$ cat src/rtl/hall_call_dispatcher.sv
// Latches shared hall calls and assigns each to the nearer of two cars.
// Ties alternate between cars. An assignment clears when its car stops at that floor.
module hall_call_dispatcher #(
    parameter int unsigned NUM_FLOORS = 6,
    parameter int unsigned POS_W      = 4
) (
    input  logic                    clk,
    input  logic                    rst,
    input  logic [NUM_FLOORS-1:0]   hall_call,
    input  logic [2*POS_W-1:0]      half_elevatorPositions,
    input  logic [1:0]              door_open,
    output logic [2*NUM_FLOORS-1:0] FloorsRequested,
    output logic [NUM_FLOORS-1:0]   pending,
    output logic                    busy
);

    localparam int unsigned IDX_W   = (NUM_FLOORS > 1) ? $clog2(NUM_FLOORS) : 1;
    localparam int unsigned DIST_W  = POS_W + 1;
    localparam int unsigned MAX_POS = 2 * (NUM_FLOORS - 1);
    localparam logic [IDX_W-1:0] LAST_IDX = IDX_W'(NUM_FLOORS - 1);

    typedef enum logic [1:0] {ST_IDLE, ST_SCAN, ST_ASSIGN} state_t;

    state_t                state_q, state_d;
    logic [IDX_W-1:0]      idx_q, idx_d;
    logic                  tie_pref_q, tie_pref_d;
    logic [NUM_FLOORS-1:0] pending_q, pending_d;
    logic [NUM_FLOORS-1:0] req_l_q, req_l_d;
    logic [NUM_FLOORS-1:0] req_r_q, req_r_d;
    logic                  busy_q, busy_d;

    logic [POS_W-1:0]      pos_l, pos_r, sat_l, sat_r;
    logic [DIST_W-1:0]     tgt, dist_l, dist_r;
    logic [NUM_FLOORS-1:0] stop_l, stop_r, sel_vec;
    logic                  tie, pick_left, pend_at_idx, idx_last;

    // Distance of each car to the floor under the scan pointer, and stop masks
    always_comb begin
        pos_l  = half_elevatorPositions[2*POS_W-1:POS_W];
        pos_r  = half_elevatorPositions[POS_W-1:0];
        sat_l  = (pos_l > POS_W'(MAX_POS)) ? POS_W'(MAX_POS) : pos_l;
        sat_r  = (pos_r > POS_W'(MAX_POS)) ? POS_W'(MAX_POS) : pos_r;
        tgt    = DIST_W'({idx_q, 1'b0});
        dist_l = (DIST_W'(sat_l) >= tgt) ? DIST_W'(sat_l) - tgt : tgt - DIST_W'(sat_l);
        dist_r = (DIST_W'(sat_r) >= tgt) ? DIST_W'(sat_r) - tgt : tgt - DIST_W'(sat_r);
        tie       = (dist_l == dist_r);
        pick_left = tie ? tie_pref_q : (dist_l < dist_r);
        sel_vec     = NUM_FLOORS'(1) << idx_q;
        pend_at_idx = |(pending_q & sel_vec);
        idx_last    = (idx_q == LAST_IDX);
        stop_l = '0;
        stop_r = '0;
        // Odd half-floor positions are between floors and never clear anything
        for (int f = 0; f < NUM_FLOORS; f++) begin
            stop_l[f] = door_open[1] && !pos_l[0] && (pos_l[POS_W-1:1] == (POS_W-1)'(f));
            stop_r[f] = door_open[0] && !pos_r[0] && (pos_r[POS_W-1:1] == (POS_W-1)'(f));
        end
    end

    // State register and datapath flops
    always_ff @(posedge clk) begin
        if (rst) begin
            state_q    <= ST_IDLE;
            idx_q      <= '0;
            tie_pref_q <= 1'b0;
            pending_q  <= '0;
            req_l_q    <= '0;
            req_r_q    <= '0;
            busy_q     <= 1'b0;
        end else begin
            state_q    <= state_d;
            idx_q      <= idx_d;
            tie_pref_q <= tie_pref_d;
            pending_q  <= pending_d;
            req_l_q    <= req_l_d;
            req_r_q    <= req_r_d;
            busy_q     <= busy_d;
        end
    end

    // Next-state logic
    always_comb begin
        state_d = state_q;
        case (state_q)
            ST_IDLE:   if (|pending_q) state_d = ST_SCAN;
            ST_SCAN: begin
                if (pend_at_idx)   state_d = ST_ASSIGN;
                else if (idx_last) state_d = ST_IDLE;
            end
            ST_ASSIGN: state_d = idx_last ? ST_IDLE : ST_SCAN;
            default:   state_d = ST_IDLE;
        endcase
    end

    // Latch, assignment and service-clear logic
    always_comb begin
        idx_d      = idx_q;
        tie_pref_d = tie_pref_q;
        req_l_d    = req_l_q;
        req_r_d    = req_r_q;
        pending_d  = pending_q | (hall_call & ~(req_l_q | req_r_q));
        case (state_q)
            ST_IDLE: idx_d = '0;
            ST_SCAN: begin
                if (!pend_at_idx) idx_d = idx_last ? '0 : idx_q + IDX_W'(1);
            end
            ST_ASSIGN: begin
                pending_d = pending_d & ~sel_vec;
                if (pick_left) req_l_d = req_l_d | sel_vec;
                else           req_r_d = req_r_d | sel_vec;
                if (tie) tie_pref_d = ~tie_pref_q;
                idx_d = idx_last ? '0 : idx_q + IDX_W'(1);
            end
            default: idx_d = '0;
        endcase
        // A stopped car clears its own floor; this also covers a call served on arrival
        req_l_d = req_l_d & ~stop_l;
        req_r_d = req_r_d & ~stop_r;
        busy_d  = (state_d != ST_IDLE);
    end

    assign FloorsRequested = {req_l_q, req_r_q};
    assign pending         = pending_q;
    assign busy            = busy_q;

endmodule
$ cat config.mk
export PLATFORM = sky130hd
export DESIGN_NAME = hall_call_dispatcher
export DESIGN_NICKNAME = d
export VERILOG_FILES = /design/src/rtl/hall_call_dispatcher.sv
export SDC_FILE = /design/constraint.sdc
export NUM_CORES = 1
export LEC_CHECK = 0
export BUFFER_PORTS_ARGS = -buffer_cell sky130_fd_sc_hd__clkbuf_2
export CAP_MARGIN = 25
export CORE_UTILIZATION = 55
export CTS_BUF_LIST = sky130_fd_sc_hd__clkbuf_16
export DETAILED_ROUTE_END_ITERATION = 7
export GPL_ROUTABILITY_DRIVEN = 1
export PLACE_DENSITY_LB_ADDON = 0.12
export SYNTH_ARGS = -nofsm -noshare
export SYNTH_HDL_FRONTEND = slang
export SYNTH_SLANG_ARGS = --single-unit
$ cat constraint.sdc
create_clock -name clk -period 11.1 [get_ports clk]
set_clock_uncertainty 0.05 [all_clocks]
set_input_delay 1.11 -clock clk [delete_from_list [all_inputs] [get_ports clk]]
set_output_delay 1.11 -clock clk [all_outputs]
set_load 0.01 [all_outputs]
==> key figures, run 1 <==
Worst setup path
  • R2R Setup Slk: 6900 ps
  • Crit path required time: 11,170 ps
  • CP max FO: 9
  • Setup crit end kind: flop
  • Kind of critical path: in -> reg
  • FF-to-FF path depth: 14
  • Critical Path AT: 4860 ps
  • Reg-to-reg startpoint: idx_q[0]$_SDFFE_PP0P_
  • RR Endpoint: req_r_q[1]$_SDFF_PP0_
  • CP startpoint kind: input port

Global routing
  • Initial antenna violation count: 0
  • Grt total ovfl: 0
  • Largest net degree at the start of global routing: 25
  • Total track usage: 0.262
  • Global-route wire length before repair: 7.10 mm
  • Met2 usage: 0.430
  • Most Crowded Layer GR: met2
  • Vias in the first global route: 1,558
  • Met1 Use GR: 0.350
  • Met3 usage: 0.0546

Logic synthesis
  • Mapped Cells: 232
  • Seq/Total Area, Yosys: 0.259
  • Number of flops mapped to enable cells by yosys: 0
  • Mean Syn Cell Area: 8.33 µm²
  • Top_reg_cell synth: dfxtp_1
  • Syn Nets: 280
  • Synth Warn #: 0
  • Mapped Area: 1930 µm²
  • Synth cell types: 38
  • Ys async rst share: 0
  • #FFs+latches synth: 25

Power
  • Sw Pwr: 0.107 mW
  • Leakage: 0.966 nW
  • Sw Share: 0.358
  • Pwr Density: 134 nW/µm²
  • Comb pwr share: 0.376
  • IR drop worst, VDD: 0.100 mV
  • Cell-internal power: 0.192 mW
  • Pwr Total: 0.299 mW
  • Seq pwr share: 0.359
  • Clock share of power: 0.265

Clock tree
  • Worst skew pair latency: 260 ps
  • Total CTS buffers: 3
  • H-tree levels: 1
  • Root Buffer: clkbuf_16
  • CTS Buffer Depth: 2
  • # resized after CTS: 0
  • CTS tree: done
  • Hold-fix buffers, CTS: 0
  • Postcts setup bufs: 0
  • CTS clk-pin slew, worst paths: 60 ps
  • Clk sinks: 25

Detailed routing
  • Routed Antenna Nets: 0
  • Post-Route WL: 4.52 mm
  • Vias: 1,737
  • Routed vias/inst: 5.57
  • Avg WL per Cell: 14.5 µm
  • # DRC: 0
  • Initial DRT Pass Iterations: 4
  • Initial DRC count: 112

Timing
  • RSZ-0062 raised after global routing: no
  • Peak Freq: 209 MHz
  • Final Hold Fails: 0
  • Final setup viols: 0
  • Total negative slack: 0 ps
  • Worst hold slack: 433 ps
  • Final period utilization: 0.431
  • Worst setup margin: 6310 ps
  • Final Max Tran Viols: 0
  • Fin crit period: 4790 ps
  • Worst Tran Pin Value: 734 ps
  • Slew headroom: 0.508

Floorplanning
  • Die Footprint: 3750 µm²
  • Die height: 61.3 µm
  • Top Ports: 37
  • Row cnt: 21
  • Die X: 61.3 µm
  • Starting Density: 0.574
  • Core footprint: 3360 µm²

Cells and area
  • Finished Cell Area: 2220 µm²
  • Final core utilization: 0.661
  • Most frequent cells in the layout: 36 x clkbuf_2, 26 x inv_1, 25 x dfxtp_1
  • Share of layout cells above drive strength 1: 0.173
  • Commonest non-fill, non-tap cell in the layout: clkbuf_2
  • Fill cell count: 315
  • P&R area growth vs syn: 15.2%
  • Final #Nets: 315
  • Non-filler cells, final: 312
  • Inserted Diodes: 0

Placement
  • Post-placement cell count: 308
  • Pre-CTS setup slack: 6040 ps
  • Post-DP HPWL: 3.53 mm
  • Port bufs: 36
  • Area after DPL: 2150 µm²
  • RD Place Congestion: 0.820

Min path
  • Worst hold path type: reg -> reg
  • Hold worst-path end: req_r_q[4]$_SDFF_PP0_
  • Startpoint of the worst hold path: req_r_q[4]$_SDFF_PP0_
  • Hold Path Stages: 2

Job
  • Total of max-cap violations: 0

Status
  • Outcome: completed
layout make-up:
type | instances | area [µm²] | share of cell area
Clock buffer | 3 | 75.1 | 0.0337
Tap cell | 46 | 57.6 | 0.0259
Inverter | 25 | 93.8 | 0.0422
Timing Repair Buffer | 37 | 185 | 0.0832
Clock inverter | 1 | 3.75 | 0.00169
Sequential cell | 25 | 500 | 0.225
Multi-Input combinational cell | 175 | 1310 | 0.588
synthesized netlist by cell type, types with 5 or more instances:
library cell  instances  area share
nor2_1               23       0.045
o21a_1                7       0.027
ha_1                 24        0.16
clkbuf_1              5      0.0097
a211oi_1              9       0.035
inv_1                25       0.049
mux2i_1               6       0.031
dfxtp_1              25        0.26
a21oi_1              17       0.044
nand3_1               8       0.021
nand2_1              13       0.025
o21ai_0               8       0.021
fa_1                  6       0.062
nor3_1               10       0.026
layer usage:
layer / vias to the layer above / share of wire
met5: - / 0
met4: 0 / 0.0091
met3: 6 / 0.046
met2: 39 / 0.46
met1: 800 / 0.49
li1: 892 / -
state kept, by name, indices dropped and copies added (netlist names):
signal,flops
busy,1
idx_q,3
pending,6
req_l_q,6
req_r_q,6
state_q,2
tie_pref_q,1
cell families (layout without fill, tap and decap cells):
kind of cell	count (synthesis)	count (layout)	share of synthesized area
AND/OR/NAND/NOR	68	68	0.166
AO/OA/AOI/OAI	62	62	0.216
buffers and inverters	32	66	0.0635
adder cells (fa/ha/maj)	30	30	0.218
flip-flops	25	25	0.259
multiplexers	10	10	0.0544
XOR/XNOR	5	5	0.0227
how the worst max path moves through the flow:
| stage | startpoint | to | slack (ps) | cells after the start |
|---|---|---|---|---|
| 6_report | half_elevatorPositions[7] | req_r_q[1]$_SDFF_PP0_ | 6310 | 16 |
| 5_1_grt | half_elevatorPositions[7] | req_r_q[1]$_SDFF_PP0_ | 5990 | 16 |
| 4_1_cts | half_elevatorPositions[7] | req_r_q[1]$_SDFF_PP0_ | 6320 | 16 |
| 3_5_place_dp | half_elevatorPositions[7] | req_r_q[1]$_SDFF_PP0_ | 6040 | 16 |
| 3_3_place_gp | half_elevatorPositions[7] | req_r_q[3]$_SDFF_PP0_ | 5620 | 15 |
| 2_1_floorplan | half_elevatorPositions[6] | req_r_q[0]$_SDFF_PP0_ | 6570 | 15 |
power groups by stage:
stage | Sequential (mW) | Clock, mW | Combinational, mW
floorplan | 0.106 | 0 | 0.0853
CTS | 0.107 | 0.0801 | 0.112
global route | 0.109 | 0.0837 | 0.128
global placement | 0.109 | 0 | 0.108
finish | 0.107 | 0.0790 | 0.112
detailed placement | 0.109 | 0 | 0.112
worst max-delay path, stage by stage:
cell	delay, ps
clkbuf_2	150
a21oi_1	300
ha_1	250
fa_1	170
inv_1	50
fa_1	350
a31oi_1	560
mux2_2	410
a21oi_1	140
ha_1	260
nand2_1	90
nor2_1	70
a211o_1	220
o21ai_0	350
buf_2	280
a211oi_1	90
Power figures use the tool's default switching activity.
==> inputs of run 2 (changes only) <==
==> constraint.sdc (replaced) <==
create_clock -name clk -period 4.6 [get_ports clk]
set_clock_uncertainty 0.05 [all_clocks]
set_input_delay 0.46 -clock clk [delete_from_list [all_inputs] [get_ports clk]]
set_output_delay 0.46 -clock clk [all_outputs]
set_load 0.01 [all_outputs]
==> key figures, run 2 (same netlist as run 1, synthesis figures left out) <==
Status
  • Outcome: completed (unchanged)

Timing
  • Worst setup margin: 901 ps (was 6310 ps)
  • Final Hold Fails: 0 (unchanged)
  • Final setup viols: 0 (unchanged)
  • Peak Freq: 270 MHz
  • Final Max Tran Viols: 0 (unchanged)
  • Worst Tran Pin Value: 579 ps (was 734 ps)
  • RSZ-0062 raised after global routing: no (unchanged)
  • Slew headroom: 0.610 (was 0.508)
  • Final period utilization: 0.804
  • Fin crit period: 3700 ps
  • Total negative slack: 0 ps (unchanged)

Floorplanning
  • Starting Density: 0.574 (unchanged)
  • Die X: 61.3 µm (unchanged)
  • Top Ports: 37 (unchanged)
  • Die Footprint: 3750 µm² (unchanged)
  • Die height: 61.3 µm (unchanged)
  • Row cnt: 21 (unchanged)
  • Core footprint: 3360 µm² (unchanged)

Cells and area
  • Final #Nets: 317 (was 315)
  • Non-filler cells, final: 314 (was 312)
  • Commonest non-fill, non-tap cell in the layout: clkbuf_2 (unchanged)
  • Share of layout cells above drive strength 1: 0.183 (was 0.173)
  • P&R area growth vs syn: 16.3% (was 15.2%)
  • Fill cell count: 312 (was 315)
  • Inserted Diodes: 0 (unchanged)
  • Most frequent cells in the layout: 36 x clkbuf_2, 25 x inv_1, 25 x dfxtp_1 (was 36 x clkbuf_2, 26 x inv_1, 25 x dfxtp_1)

Worst setup path
  • Setup crit start: idx_q[0]$_SDFFE_PP0P_ (was half_elevatorPositions[7])
  • Most used cell, CP: nand2_1
  • Kind of critical path: reg -> reg (was in -> reg)
  • Reg-to-reg startpoint: idx_q[0]$_SDFFE_PP0P_ (unchanged)
  • Critical Path AT: 3800 ps (was 4860 ps)
  • CP max FO: 14 (was 9)
  • Worst path slowest cell: dfxtp_1 (was a31oi_1)
  • FF-to-FF path depth: 16 (was 14)
  • Crit path cell chain: ha_1 > inv_1 > fa_1 > inv_1 > fa_1 > nand2_1 > mux2_2 > nand2_1 > nand3_1 > ha_1 > nand2_1 > nor2_1 > a211o_1 > o21ai_0 > buf_4 > a2111oi_0 (was clkbuf_2 > a21oi_1 > ha_1 > fa_1 > inv_1 > fa_1 > a31oi_1 > mux2_2 > a21oi_1 > ha_1 > nand2_1 > nor2_1 > a211o_1 > o21ai_0 > buf_2 > a211oi_1)
  • R2R Setup Slk: 900 ps (was 6900 ps)
  • Setup crit end kind: flop (unchanged)
  • CP startpoint kind: flop (was input port)
  • Critical Path End: req_r_q[3]$_SDFF_PP0_ (was req_r_q[1]$_SDFF_PP0_)
  • CP peak stage delay: 690 ps (was 560 ps)
  • Crit path required time: 4700 ps (was 11,170 ps)
  • RR Endpoint: req_r_q[3]$_SDFF_PP0_ (was req_r_q[1]$_SDFF_PP0_)

Power
  • Pwr Total: 0.739 mW (was 0.299 mW)
  • Cell-internal power: 0.472 mW (was 0.192 mW)
  • IR drop worst, VDD: 0.254 mV (was 0.100 mV)
  • Leakage: 0.977 nW (was 0.966 nW)
  • Clock share of power: 0.273 (was 0.265)
  • Pwr Density: 329 nW/µm² (was 134 nW/µm²)
  • Sw Share: 0.361 (was 0.358)
  • Seq pwr share: 0.347 (was 0.359)
  • Sw Pwr: 0.267 mW (was 0.107 mW)
  • Comb pwr share: 0.380 (was 0.376)

Global routing
  • Initial antenna violation count: 0 (unchanged)
  • Grt total ovfl: 0 (unchanged)
  • Largest net degree at the start of global routing: 25 (unchanged)
  • Global-route wire length before repair: 7.47 mm (was 7.10 mm)
  • Vias in the first global route: 1,626 (was 1,558)
  • Total track usage: 0.272 (was 0.262)

Detailed routing
  • Routed vias/inst: 5.61 (was 5.57)
  • Initial DRC count: 111 (was 112)
  • Post-Route WL: 4.66 mm (was 4.52 mm)
  • Avg WL per Cell: 14.8 µm (was 14.5 µm)
  • Initial DRT Pass Iterations: 4 (unchanged)
  • # DRC: 0 (unchanged)
  • Routed Antenna Nets: 0 (unchanged)
  • Vias: 1,763 (was 1,737)

Placement
  • Post-DP HPWL: 3.72 mm (was 3.53 mm)
  • RD Place Congestion: 0.855 (was 0.820)
  • Port bufs: 36 (unchanged)
  • Post-placement cell count: 310 (was 308)
  • Pre-CTS setup slack: 710 ps (was 6040 ps)

Job
  • Total of max-cap violations: 0 (unchanged)

Clock tree
  • Hold-fix buffers, CTS: 0 (unchanged)
  • Total CTS buffers: 3 (unchanged)
  • CTS tree: done (unchanged)
  • Root Buffer: clkbuf_16 (unchanged)
  • Postcts setup bufs: 0 (unchanged)
  • # resized after CTS: 0 (unchanged)
  • CTS Buffer Depth: 2 (unchanged)
  • Clk sinks: 25 (unchanged)
  • CTS clk-pin slew, worst paths: 70 ps (was 60 ps)
  • Worst skew pair latency: 260 ps (about the same)
  • H-tree levels: 1 (unchanged)

Min path
  • Worst hold path type: in -> reg (was reg -> reg)
-- run 2: cell count changes in the layout (fill, tap and decap cells not counted) --
cell	before	now
buf_4	0	3
buf_2	1	0
inv_1	26	25
inv_6	0	1
-- run 2: stage by stage --
| stage | hold WS (ps) | util | instance area [µm²] |
|---|---|---|---|
| final | 428 | 0.668 | 2250 |
| after CTS | 429 | 0.668 | 2250 |
| after floorplan | 429 | - | 1930 |
| after global routing | 463 | 0.668 | 2250 |
| after global placement | 427 | 0.643 | 2160 |
| after detailed placement | 435 | 0.643 | 2160 |
-- run 2: worst min path at each step --
stage / from / end / slack, ps / depth (start not counted)
after CTS: hall_call[0] / pending[0]$_SDFF_PP0_ / 430 / 3
after detailed placement: req_r_q[4]$_SDFF_PP0_ / req_r_q[4]$_SDFF_PP0_ / 440 / 2
final: hall_call[0] / pending[0]$_SDFF_PP0_ / 430 / 3
after global routing: hall_call[0] / pending[0]$_SDFF_PP0_ / 460 / 3
after global placement: req_r_q[4]$_SDFF_PP0_ / req_r_q[4]$_SDFF_PP0_ / 430 / 2
after floorplan: tie_pref_q$_SDFFE_PP0P_ / tie_pref_q$_SDFFE_PP0P_ / 430 / 2
-- run 2: final cells by class --
type | count | area [µm²] | share of cell area
clock buffers | 3 | 75.1 | 0.0334
clock inverters | 1 | 8.76 | 0.00390
inverters | 25 | 93.8 | 0.0418
multi-input cells | 175 | 1310 | 0.582
flip-flops and latches | 25 | 500 | 0.223
well taps | 46 | 57.6 | 0.0256
repair buffers | 39 | 203 | 0.0902
-- run 2: metal layers --
metal  wire, µm  vias up  GRT usage
met3        187        7     0.0483
li1           -      903          -
met1       2210      810      0.371
met4         54        0     0.0649
met2       2200       43      0.449
met5          0        -          0
-- run 2: critical path: cells and delay by family (launching register included) --
| family | cells | cell delay (ps) |
|---|---|---|
| flip-flops | 1 | 690 |
| buffers and inverters | 3 | 320 |
| multiplexers | 1 | 330 |
| AND/OR/NAND/NOR | 5 | 570 |
| adder cells (fa/ha/maj) | 4 | 1090 |
| AO/OA/AOI/OAI | 3 | 540 |
-- run 2: power groups by stage --
stage          registers, mW  clock network, mW  logic [mW]
4_1_cts                0.256              0.202       0.280
6_report               0.256              0.202       0.281
3_5_place_dp           0.261                  0       0.279
2_1_floorplan          0.255                  0       0.206
3_3_place_gp           0.260                  0       0.274
5_1_grt                0.260              0.209       0.324
